$ cat config.mk
export PLATFORM = sky130hd
export DESIGN_NAME = layer7_weight_reader_flat
export DESIGN_NICKNAME = d
export VERILOG_FILES = /design/src/rtl/layer7_weight_reader_if.sv /design/src/rtl/layer7_weight_reader.sv /design/src/flat_wrapper.sv
export SDC_FILE = /design/constraint.sdc
export NUM_CORES = 1
export LEC_CHECK = 0
export CAP_MARGIN = 20
export CORE_MARGIN = 1.5
export CORE_UTILIZATION = 51
export CTS_CLUSTER_DIAMETER = 200
export DETAILED_ROUTE_END_ITERATION = 10
export PLACE_DENSITY = 0.81
export SLEW_MARGIN = 20
export SYNTH_ARGS = -nofsm -noshare
export SYNTH_HDL_FRONTEND = slang
export SYNTH_SLANG_ARGS = --single-unit
$ cat constraint.sdc
create_clock -name clk -period 5.2 [get_ports clk]
set_clock_uncertainty 0.05 [all_clocks]
set_input_delay 1.56 -clock clk [delete_from_list [all_inputs] [get_ports clk]]
set_output_delay 1.56 -clock clk [all_outputs]
set_load 0.05 [all_outputs]
$ cat src/rtl/layer7_weight_reader_if.sv
// Control, memory-read and weight-stream signals of the layer-7 weight reader.
// The master modport is the reader's view; the slave modport is the environment's.
interface layer7_weight_reader_if #(
  parameter int unsigned LANES  = 8,
  parameter int unsigned DATA_W = 16
);
  localparam int unsigned WORD_W = LANES * DATA_W;
  localparam int unsigned ADDR_W = 16;
  localparam int unsigned CNT_W  = 6;

  logic              start;
  logic [ADDR_W-1:0] base_addr;
  logic [CNT_W-1:0]  word_count;
  logic              busy;
  logic              done;

  logic              read_weight_signal;
  logic [ADDR_W-1:0] read_weight_addr1;
  logic [ADDR_W-1:0] read_weight_addr2;
  logic [WORD_W-1:0] read_weight_data1;
  logic [WORD_W-1:0] read_weight_data2;

  logic              weight_valid;
  logic              weight_ready;
  logic [DATA_W-1:0] weight_data1;
  logic [DATA_W-1:0] weight_data2;

  modport master (
    input  start, base_addr, word_count,
    input  read_weight_data1, read_weight_data2,
    input  weight_ready,
    output busy, done,
    output read_weight_signal, read_weight_addr1, read_weight_addr2,
    output weight_valid, weight_data1, weight_data2
  );

  modport slave (
    output start, base_addr, word_count,
    output read_weight_data1, read_weight_data2,
    output weight_ready,
    input  busy, done,
    input  read_weight_signal, read_weight_addr1, read_weight_addr2,
    input  weight_valid, weight_data1, weight_data2
  );
endinterface

$ cat src/rtl/layer7_weight_reader.sv
// Reads a block of 128-bit words from both layer-7 weight ports and streams
// them lane 0 first as 16-bit weight pairs over a valid/ready handshake.
module layer7_weight_reader #(
  parameter int unsigned LANES     = 8,
  parameter int unsigned DATA_W    = 16,
  parameter int unsigned MAX_WORDS = 25
) (
  input  logic                   clk,
  input  logic                   rst,
  layer7_weight_reader_if.master bus
);
  localparam int unsigned WORD_W = LANES * DATA_W;
  localparam int unsigned ADDR_W = 16;
  localparam int unsigned CNT_W  = 6;
  localparam int unsigned IDX_W  = $clog2(MAX_WORDS + 1);
  localparam int unsigned LANE_W = $clog2(LANES);

  typedef enum logic [1:0] {IDLE, FETCH, STREAM, FINISH} state_e;

  state_e              state_q, state_d;
  logic [ADDR_W-1:0]   base_q, base_d;
  logic [IDX_W-1:0]    cnt_q, cnt_d;
  logic [IDX_W-1:0]    idx_q, idx_d;
  logic [LANE_W-1:0]   lane_q, lane_d;
  logic [WORD_W-1:0]   cap1_q, cap1_d;
  logic [WORD_W-1:0]   cap2_q, cap2_d;

  logic                rd_q, rd_d;
  logic [ADDR_W-1:0]   addr_q, addr_d;
  logic                valid_q, valid_d;
  logic [DATA_W-1:0]   w1_q, w1_d;
  logic [DATA_W-1:0]   w2_q, w2_d;
  logic                busy_q, busy_d;
  logic                done_q, done_d;

  logic [IDX_W-1:0]    cnt_clamped;
  logic                xfer;

  assign cnt_clamped = (bus.word_count > CNT_W'(MAX_WORDS)) ? IDX_W'(MAX_WORDS)
                                                            : IDX_W'(bus.word_count);
  assign xfer = valid_q && bus.weight_ready;

  // Next state, capture registers and block bookkeeping
  always_comb begin
    state_d = state_q;
    base_d  = base_q;
    cnt_d   = cnt_q;
    idx_d   = idx_q;
    lane_d  = lane_q;
    cap1_d  = cap1_q;
    cap2_d  = cap2_q;
    unique case (state_q)
      IDLE: begin
        if (bus.start) begin
          base_d  = bus.base_addr;
          cnt_d   = cnt_clamped;
          idx_d   = '0;
          state_d = (bus.word_count == '0) ? FINISH : FETCH;
        end
      end
      FETCH: begin
        // Memory answers on the falling edge, so the word is stable here.
        cap1_d  = bus.read_weight_data1;
        cap2_d  = bus.read_weight_data2;
        lane_d  = '0;
        state_d = STREAM;
      end
      STREAM: begin
        if (xfer) begin
          if (lane_q != LANE_W'(LANES - 1)) begin
            lane_d = lane_q + LANE_W'(1);
          end else if ((idx_q + IDX_W'(1)) == cnt_q) begin
            state_d = FINISH;
          end else begin
            idx_d   = idx_q + IDX_W'(1);
            state_d = FETCH;
          end
        end
      end
      FINISH: state_d = IDLE;
      default: state_d = IDLE;
    endcase
  end

  // Output registers are loaded from the next-state view so they line up with state
  always_comb begin
    rd_d    = (state_d == FETCH);
    addr_d  = rd_d ? ADDR_W'(base_d + ADDR_W'(idx_d)) : '0;
    valid_d = (state_d == STREAM);
    w1_d    = valid_d ? cap1_d[int'(lane_d) * DATA_W +: DATA_W] : '0;
    w2_d    = valid_d ? cap2_d[int'(lane_d) * DATA_W +: DATA_W] : '0;
    busy_d  = (state_d == FETCH) || (state_d == STREAM);
    done_d  = (state_d == FINISH);
  end

  always_ff @(posedge clk or negedge rst) begin
    if (!rst) begin
      state_q <= IDLE;
      base_q  <= '0;
      cnt_q   <= '0;
      idx_q   <= '0;
      lane_q  <= '0;
      cap1_q  <= '0;
      cap2_q  <= '0;
      rd_q    <= 1'b0;
      addr_q  <= '0;
      valid_q <= 1'b0;
      w1_q    <= '0;
      w2_q    <= '0;
      busy_q  <= 1'b0;
      done_q  <= 1'b0;
    end else begin
      state_q <= state_d;
      base_q  <= base_d;
      cnt_q   <= cnt_d;
      idx_q   <= idx_d;
      lane_q  <= lane_d;
      cap1_q  <= cap1_d;
      cap2_q  <= cap2_d;
      rd_q    <= rd_d;
      addr_q  <= addr_d;
      valid_q <= valid_d;
      w1_q    <= w1_d;
      w2_q    <= w2_d;
      busy_q  <= busy_d;
      done_q  <= done_d;
    end
  end

  assign bus.read_weight_signal = rd_q;
  assign bus.read_weight_addr1  = addr_q;
  assign bus.read_weight_addr2  = addr_q;
  assign bus.weight_valid       = valid_q;
  assign bus.weight_data1       = w1_q;
  assign bus.weight_data2       = w2_q;
  assign bus.busy               = busy_q;
  assign bus.done               = done_q;
endmodule

$ cat src/flat_wrapper.sv
// flat-port wrapper written by rule: the top's interface ports become plain ports
module layer7_weight_reader_flat 
#(
  parameter int unsigned LANES     = 8,
  parameter int unsigned DATA_W    = 16,
  parameter int unsigned MAX_WORDS = 25
)
  (clk, rst, bus_start, bus_base_addr, bus_word_count, bus_read_weight_data1, bus_read_weight_data2, bus_weight_ready, bus_busy, bus_done, bus_read_weight_signal, bus_read_weight_addr1, bus_read_weight_addr2, bus_weight_valid, bus_weight_data1, bus_weight_data2);
  layer7_weight_reader_if #(.LANES(LANES), .DATA_W(DATA_W)) bus_i ();
  input  logic clk;
  input  logic rst;
  input wire logic [$bits(bus_i.start)-1:0] bus_start;
  input wire logic [$bits(bus_i.base_addr)-1:0] bus_base_addr;
  input wire logic [$bits(bus_i.word_count)-1:0] bus_word_count;
  input wire logic [$bits(bus_i.read_weight_data1)-1:0] bus_read_weight_data1;
  input wire logic [$bits(bus_i.read_weight_data2)-1:0] bus_read_weight_data2;
  input wire logic [$bits(bus_i.weight_ready)-1:0] bus_weight_ready;
  output wire logic [$bits(bus_i.busy)-1:0] bus_busy;
  output wire logic [$bits(bus_i.done)-1:0] bus_done;
  output wire logic [$bits(bus_i.read_weight_signal)-1:0] bus_read_weight_signal;
  output wire logic [$bits(bus_i.read_weight_addr1)-1:0] bus_read_weight_addr1;
  output wire logic [$bits(bus_i.read_weight_addr2)-1:0] bus_read_weight_addr2;
  output wire logic [$bits(bus_i.weight_valid)-1:0] bus_weight_valid;
  output wire logic [$bits(bus_i.weight_data1)-1:0] bus_weight_data1;
  output wire logic [$bits(bus_i.weight_data2)-1:0] bus_weight_data2;
  assign bus_i.start = bus_start;
  assign bus_i.base_addr = bus_base_addr;
  assign bus_i.word_count = bus_word_count;
  assign bus_i.read_weight_data1 = bus_read_weight_data1;
  assign bus_i.read_weight_data2 = bus_read_weight_data2;
  assign bus_i.weight_ready = bus_weight_ready;
  assign bus_busy = bus_i.busy;
  assign bus_done = bus_i.done;
  assign bus_read_weight_signal = bus_i.read_weight_signal;
  assign bus_read_weight_addr1 = bus_i.read_weight_addr1;
  assign bus_read_weight_addr2 = bus_i.read_weight_addr2;
  assign bus_weight_valid = bus_i.weight_valid;
  assign bus_weight_data1 = bus_i.weight_data1;
  assign bus_weight_data2 = bus_i.weight_data2;
  layer7_weight_reader #(.LANES(LANES), .DATA_W(DATA_W), .MAX_WORDS(MAX_WORDS)) u_core (.clk(clk), .rst(rst), .bus(bus_i));
endmodule
Word level (Yosys, flattened, before mapping)
Cells that the tools add are included.
{ "totals": {"register_bits": 339, "out_inout_bits": 68, "word_cells": 55} }
{ "op_classes": {"n_reduce_logical": 5, "mux": 22, "n_addsub": 3, "eq_ne": 8, "magnitude_cmp": 1, "shifts": 2} }
{ "ops": {"columns": ["op", "n"], "rows": [
  ["128-bit two-way mux", 2],
  ["128-bit by 8-bit variable part select with 16-bit output", 2],
  ["16-bit two-way mux", 5],
  ["5-bit two-way mux", 5],
  ["16-bit by 5-bit adder with 16-bit output", 1],
  ["2-bit two-way mux", 5],
  ["5-bit one-hot mux with 2 select lines", 1],
  ["2-bit == test, second input constant", 4],
  ["2-bit one-hot mux with 4 select lines", 1],
  ["6-bit by 5-bit greater-than comparator with 1-bit output, second input constant", 1],
  ["6-bit logical NOT", 1],
  ["3-bit two-way mux", 2],
  ["3-bit one-hot mux with 2 select lines", 1],
  ["5-bit by 1-bit adder with 5-bit output, second input constant", 1],
  ["5-bit == test", 1],
  ["2-bit by 1-bit == test with 1-bit output, second input constant", 2],
  ["3-bit by 1-bit adder with 3-bit output, second input constant", 1],
  ["3-bit != test, second input constant", 1],
  ["2-bit logical NOT", 1],
  ["2-bit AND reduction", 1],
  ["1-bit logical AND", 1],
  ["1-bit logical OR", 1]
]} }

Logic depth before layout (Yosys ltp)
{ "logic_depth": {"depth_word": 8, "mapped_depth": 16, "mapped_depth_nobuf": 15} }

Least setup slack after synthesis
OpenSTA, ideal clock, no wires.
{ "synth_path": {"path_type": "input to register", "from": "input bus_start", "to": "register u_core.addr_q[14] (netlist: u_core.bus.read_weight_addr1[14])", "cell_stages": 13, "path_buffers": 2, "setup_slack_ns": 0.789, "arrival_time_ns": 4.242, "setup_time_ns": 0.119, "required_time_ns": 5.031, "cell_sequence": "and2_1 > buf_2 > buf_2 > a21oi_1 > a21o_1 > a221o_1 > fa_1 > a21o_1 > a21o_1 > a21oi_1 > nor3_1 > xor2_1 > and2_1"} }
{ "synth_via": {"elab_chain_cells": 4, "word_cells_on_any_way": 9, "cone_classes": "add/sub: 1; eq/ne: 1; mux: 7"} }
{ "synth_rtl": {"columns": ["element", "line", "source"], "rows": [
  ["start: declaration", "flat_wrapper.sv:12", "input wire logic [$bits(bus_i.start)-1:0] bus_start;"],
  ["5-bit two-way mux", "layer7_weight_reader.sv:54", "if (bus.start) begin"],
  ["5-bit one-hot mux with 2 select lines", "layer7_weight_reader.sv:52", "unique case (state_q)"],
  ["net u_core.idx_d[1]", "layer7_weight_reader.sv:23", "logic [IDX_W-1:0] idx_q, idx_d;"],
  ["16-bit by 5-bit adder with 16-bit output", "layer7_weight_reader.sv:88", "addr_d = rd_d ? ADDR_W'(base_d + ADDR_W'(idx_d)) : '0;"],
  ["16-bit two-way mux", "layer7_weight_reader.sv:88", null],
  ["net u_core.addr_d[14]", "layer7_weight_reader.sv:29", "logic [ADDR_W-1:0] addr_q, addr_d;"],
  ["end signal: assignment", "layer7_weight_reader.sv:121", "addr_q <= addr_d;"],
  ["end: declaration", "layer7_weight_reader.sv:29", null]
]} }
The timed path passes the listed nets, and every way through them passes these cells.
A chain may end at the register's enable or synchronous reset.

Worst setup path after layout
{ "layout_path": {"from": "input bus_weight_ready", "to": "register u_core.addr_q[14] (netlist: u_core.bus.read_weight_addr1[14])"} }
{ "layout_via": {"elab_chain_cells": 5, "word_cells_on_any_way": 8, "cone_classes": "add/sub: 1; eq/ne: 1; mux: 5; reduce/logical: 1"} }
{ "layout_rtl": {"columns": ["element", "line", "source"], "rows": [
  ["start: declaration", "flat_wrapper.sv:17", "input wire logic [$bits(bus_i.weight_ready)-1:0] bus_weight_ready;"],
  ["1-bit logical AND", "layer7_weight_reader.sv:41", "assign xfer = valid_q && bus.weight_ready;"],
  ["5-bit two-way mux", "layer7_weight_reader.sv:69", "if (xfer) begin"],
  ["5-bit one-hot mux with 2 select lines", "layer7_weight_reader.sv:52", null],
  ["net u_core.idx_d[0]", "layer7_weight_reader.sv:23", null],
  ["16-bit by 5-bit adder with 16-bit output", "layer7_weight_reader.sv:88", null],
  ["16-bit two-way mux", "layer7_weight_reader.sv:88", null],
  ["net u_core.addr_d[14]", "layer7_weight_reader.sv:29", null]
]} }
The timed path passes the listed nets, and every way through them passes these cells.

==> reports/results.ini <==
[status]
status = completed

[cts]
tritoncts = yes
cts-resized-gates = 0
clk_pin_slew_ns = 0.06
clk_path_buf_depth = 3
htree_levels = 2
clock_sinks = 339
clock_latency_ns = 0.52
cts-root-buf = clkbuf_16
cts_made_buffers = 37
cts_setup_buffers = 0
postCtsHoldBufs = 0

[drt]
post-route-drc-count = 0
via_per_inst = 5.57
wl_per_cell_um = 20.7
drt_iter0_drc = 704
drt.antenna.violating_nets = 0
wl_mm = 40.4
dr.pass1.iters = 5
vias = 10900

[global_route]
antenna_found_initial = 5
grt_max_degree = 117
globalRouteOverflowTotal = 0
grt_pass1_wl_mm = 62.5
grt.total_usage_pct = 25.4
grt_pass1_vias = 11600

[pwr]
peakVddDrop_mv = 0.458
pwr-share-seq_pct = 32.4
p_leak_nw = 8.77
power_frac_comb_pct = 46.4
p_sw_share_pct = 35.8
p_switching_mw = 4.70
p_clk_share_pct = 21.1
internal-power_mw = 8.43
powerDensity_mw_per_mm2 = 635

[critical_path]
cp.required_ns = 5.56
r2r_setup_slack_ns = 1.22
worstReg2RegEnd = u_core.bus.read_weight_addr1[14]
critPathMaxFanout = 8
rr_worst_depth = 16
r2r-start = u_core.idx_q[0]
crit_path_start_kind = input pin
end_kind = flip-flop
crit_type = input pin to flip-flop
cp.arrival_ns = 4.74

[placement]
place_hpwl_mm = 28.3
dp.cells = 1883
pre_cts_slack_ns = 0.319
port_buffers = 349
routabilityCongestion = 0.832

[timing]
setup_violations = 0
slew_violations = 0
period_share_pct = 84.2
timing.slew.headroom_pct = 37.2
layout_setup_ws_ns = 0.821
finalSetupTns_ns = 0
worstMarginPinSlew_ns = 0.930
fin_crit_ns = 4.38
rsz0062_at_grt = no
hold_viol_final = 0
max_freq_mhz = 228

[min_path]
holdPathEnd = u_core.cap2_q[54]
worstHoldPathCells = 1
hold_start = u_core.cap2_q[54]
hp-class = flip-flop to flip-flop

[floorplan]
core-area_sq_mm = 0.0304
die_w_um = 178
start_util_pct = 51.5
io_pins = 350
rows = 64
die_h_um = 178
die_area_sq_mm = 0.0318

[synth]
synth-main-ff-cell = dfrtp_1
synth_top_cell_by_area = dfrtp_1
netlist_instances = 1206
synthesis.nets = 1502
synth-edff-count = 0
async_reset_ff_share_pct = 100
synth.distinct_cells = 65
netlist_area_sq_mm = 0.0157
syn_area_per_cell_sq_um = 13.0
synth_top_area_share_pct = 54.1
ys_warn_count = 0
synth_seq_area_share_pct = 54.1
ys_seq_elements = 339
synth_area_leaders = dfrtp_1 (54%), mux2_2 (19%), mux2i_1 (4.0%)

[cells_and_area]
layout-drive-gt1-share_pct = 25.0
fin_cells = 1957
num-fill-cells = 2211
syn_to_final_growth_pct = 31.9
nNetsFinal = 1822

[run]
cap_violations = 0

## logic make-up (layout without fill, tap and decap cells)
logic type	count (synthesis)	count (layout)	synth area share (%)
muxes	343	343	25.5
DFF	339	339	54.1
and+or+nand+nor	221	221	6.66
AOI/OAI and AO/OA	155	155	7.22
buffers and inverters	116	464	4.11
xor gates and xnor gates	18	18	1.26
adders and majority gates	14	14	1.17
other	0	7	0
## layout by cell type (no fill, tap or decap), types with 5 or more instances in the layout
cell type	count
a211oi_1	10
a21oi_1	15
a22o_1	8
a22oi_1	5
and2_1	25
and3_1	5
buf_4	20
clkbuf_1	6
clkbuf_16	39
clkbuf_8	10
clkdlybuf4s50_1	348
dfrtp_1	339
diode_2	7
ha_1	12
inv_1	22
mux2_2	261
mux2i_1	62
mux4_2	18
nand2_1	65
nand2b_1	8
nand3_1	11
nand4_1	6
nor2_1	68
nor3_1	14
o211a_1	9
o211ai_1	6
o21a_1	5
o21ai_0	33
o221a_2	5
o221ai_1	11
o22ai_1	14
o311a_1	6
o311ai_0	9
xnor2_1	6
xor2_1	9
## worst max path at each step
stage / to / cells past startpoint / start
floorplan: u_core.bus.read_weight_addr1[14] / 13 / bus_start
global placement: u_core.bus.read_weight_addr1[14] / 13 / bus_start
detailed placement: u_core.bus.read_weight_addr1[14] / 14 / bus_weight_ready
CTS: u_core.bus.read_weight_addr1[14] / 14 / bus_weight_ready
global route: u_core.bus.read_weight_addr1[14] / 14 / bus_weight_ready
finish: u_core.bus.read_weight_addr1[14] / 14 / bus_weight_ready
## metrics by stage
step | power (mW) | utilization, % | hold slack [ns] | area, sq um
finish | 13.1 | 67.9 | 0.442 | 20700
CTS | 13.2 | 67.9 | 0.445 | 20700
global route | 13.9 | 67.9 | 0.454 | 20700
global placement | 10.2 | 63.6 | 0.424 | 19300
detailed placement | 10.4 | 63.6 | 0.432 | 19300
floorplan | 8.80 | - | 0.394 | 15700
## area by class of cell
cell class                 instances  area, sq um  area share [%]
clock buffer                      55         1140            5.50
tap                              396          495            2.40
timing repair buffer             372         3710            17.9
sequential                       339         8480            41.0
multi-input combinational        751         6570            31.8
antenna                            7         17.5          0.0847
inverter                          25         96.3           0.466
clock inverter                    12          171           0.829
## state kept, by name (all words and copies together), names as in the netlist, named ones only
signal,count
u_core.cap1_q,128
u_core.cap2_q,128
u_core.base_q,16
u_core.bus.read_weight_addr1,16
u_core.bus.weight_data1,16
u_core.bus.weight_data2,16
u_core.cnt_q,5
u_core.idx_q,4
u_core.lane_q,3
u_core.state_q,2
u_core.bus.busy,1
u_core.bus.done,1
u_core.bus.read_weight_signal,1
u_core.bus.weight_valid,1
## per-layer routing
layer	share of wire [%]	GRT usage [%]	routed length, um	vias up
met5	0.064	0	26	-
met4	3.0	9.06	1220	4
met3	6.4	4.65	2570	80
met2	49	42.1	19700	357
met1	42	33.5	16900	5509
li1	-	-	-	4951
## critical path: stages
cell	delay, ns
clkdlybuf4s50_1	0.54
nand4_1	0.33
nor2_1	0.22
xor2_1	0.10
a22o_1	0.22
ha_1	0.26
fa_1	0.42
a21o_1	0.18
a21o_1	0.20
a21oi_1	0.15
buf_4	0.18
nor3_1	0.07
xor2_1	0.14
and2_1	0.16
## power by group through the flow
| stage | logic (mW) | registers (mW) | clock network [mW] |
|---|---|---|---|
| floorplan | 4.23 | 4.57 | 0 |
| global placement | 5.93 | 4.24 | 0 |
| detailed placement | 6.10 | 4.30 | 0 |
| CTS | 6.13 | 4.27 | 2.83 |
| global route | 6.59 | 4.38 | 2.94 |
| finish | 6.10 | 4.26 | 2.77 |
## synth_stat cells (all sizes together), types with 11 or more instances
library cell	count
ha	13
nor2	68
a211oi	11
clkbuf	22
mux2	263
nand2	68
o221ai	11
a21oi	15
mux2i	62
nand3	11
dfrtp	339
o21ai	34
and2	25
inv	24
o22ai	14
mux4	18
nor3	14
buf	69
(Power assumes the default switching activity.)
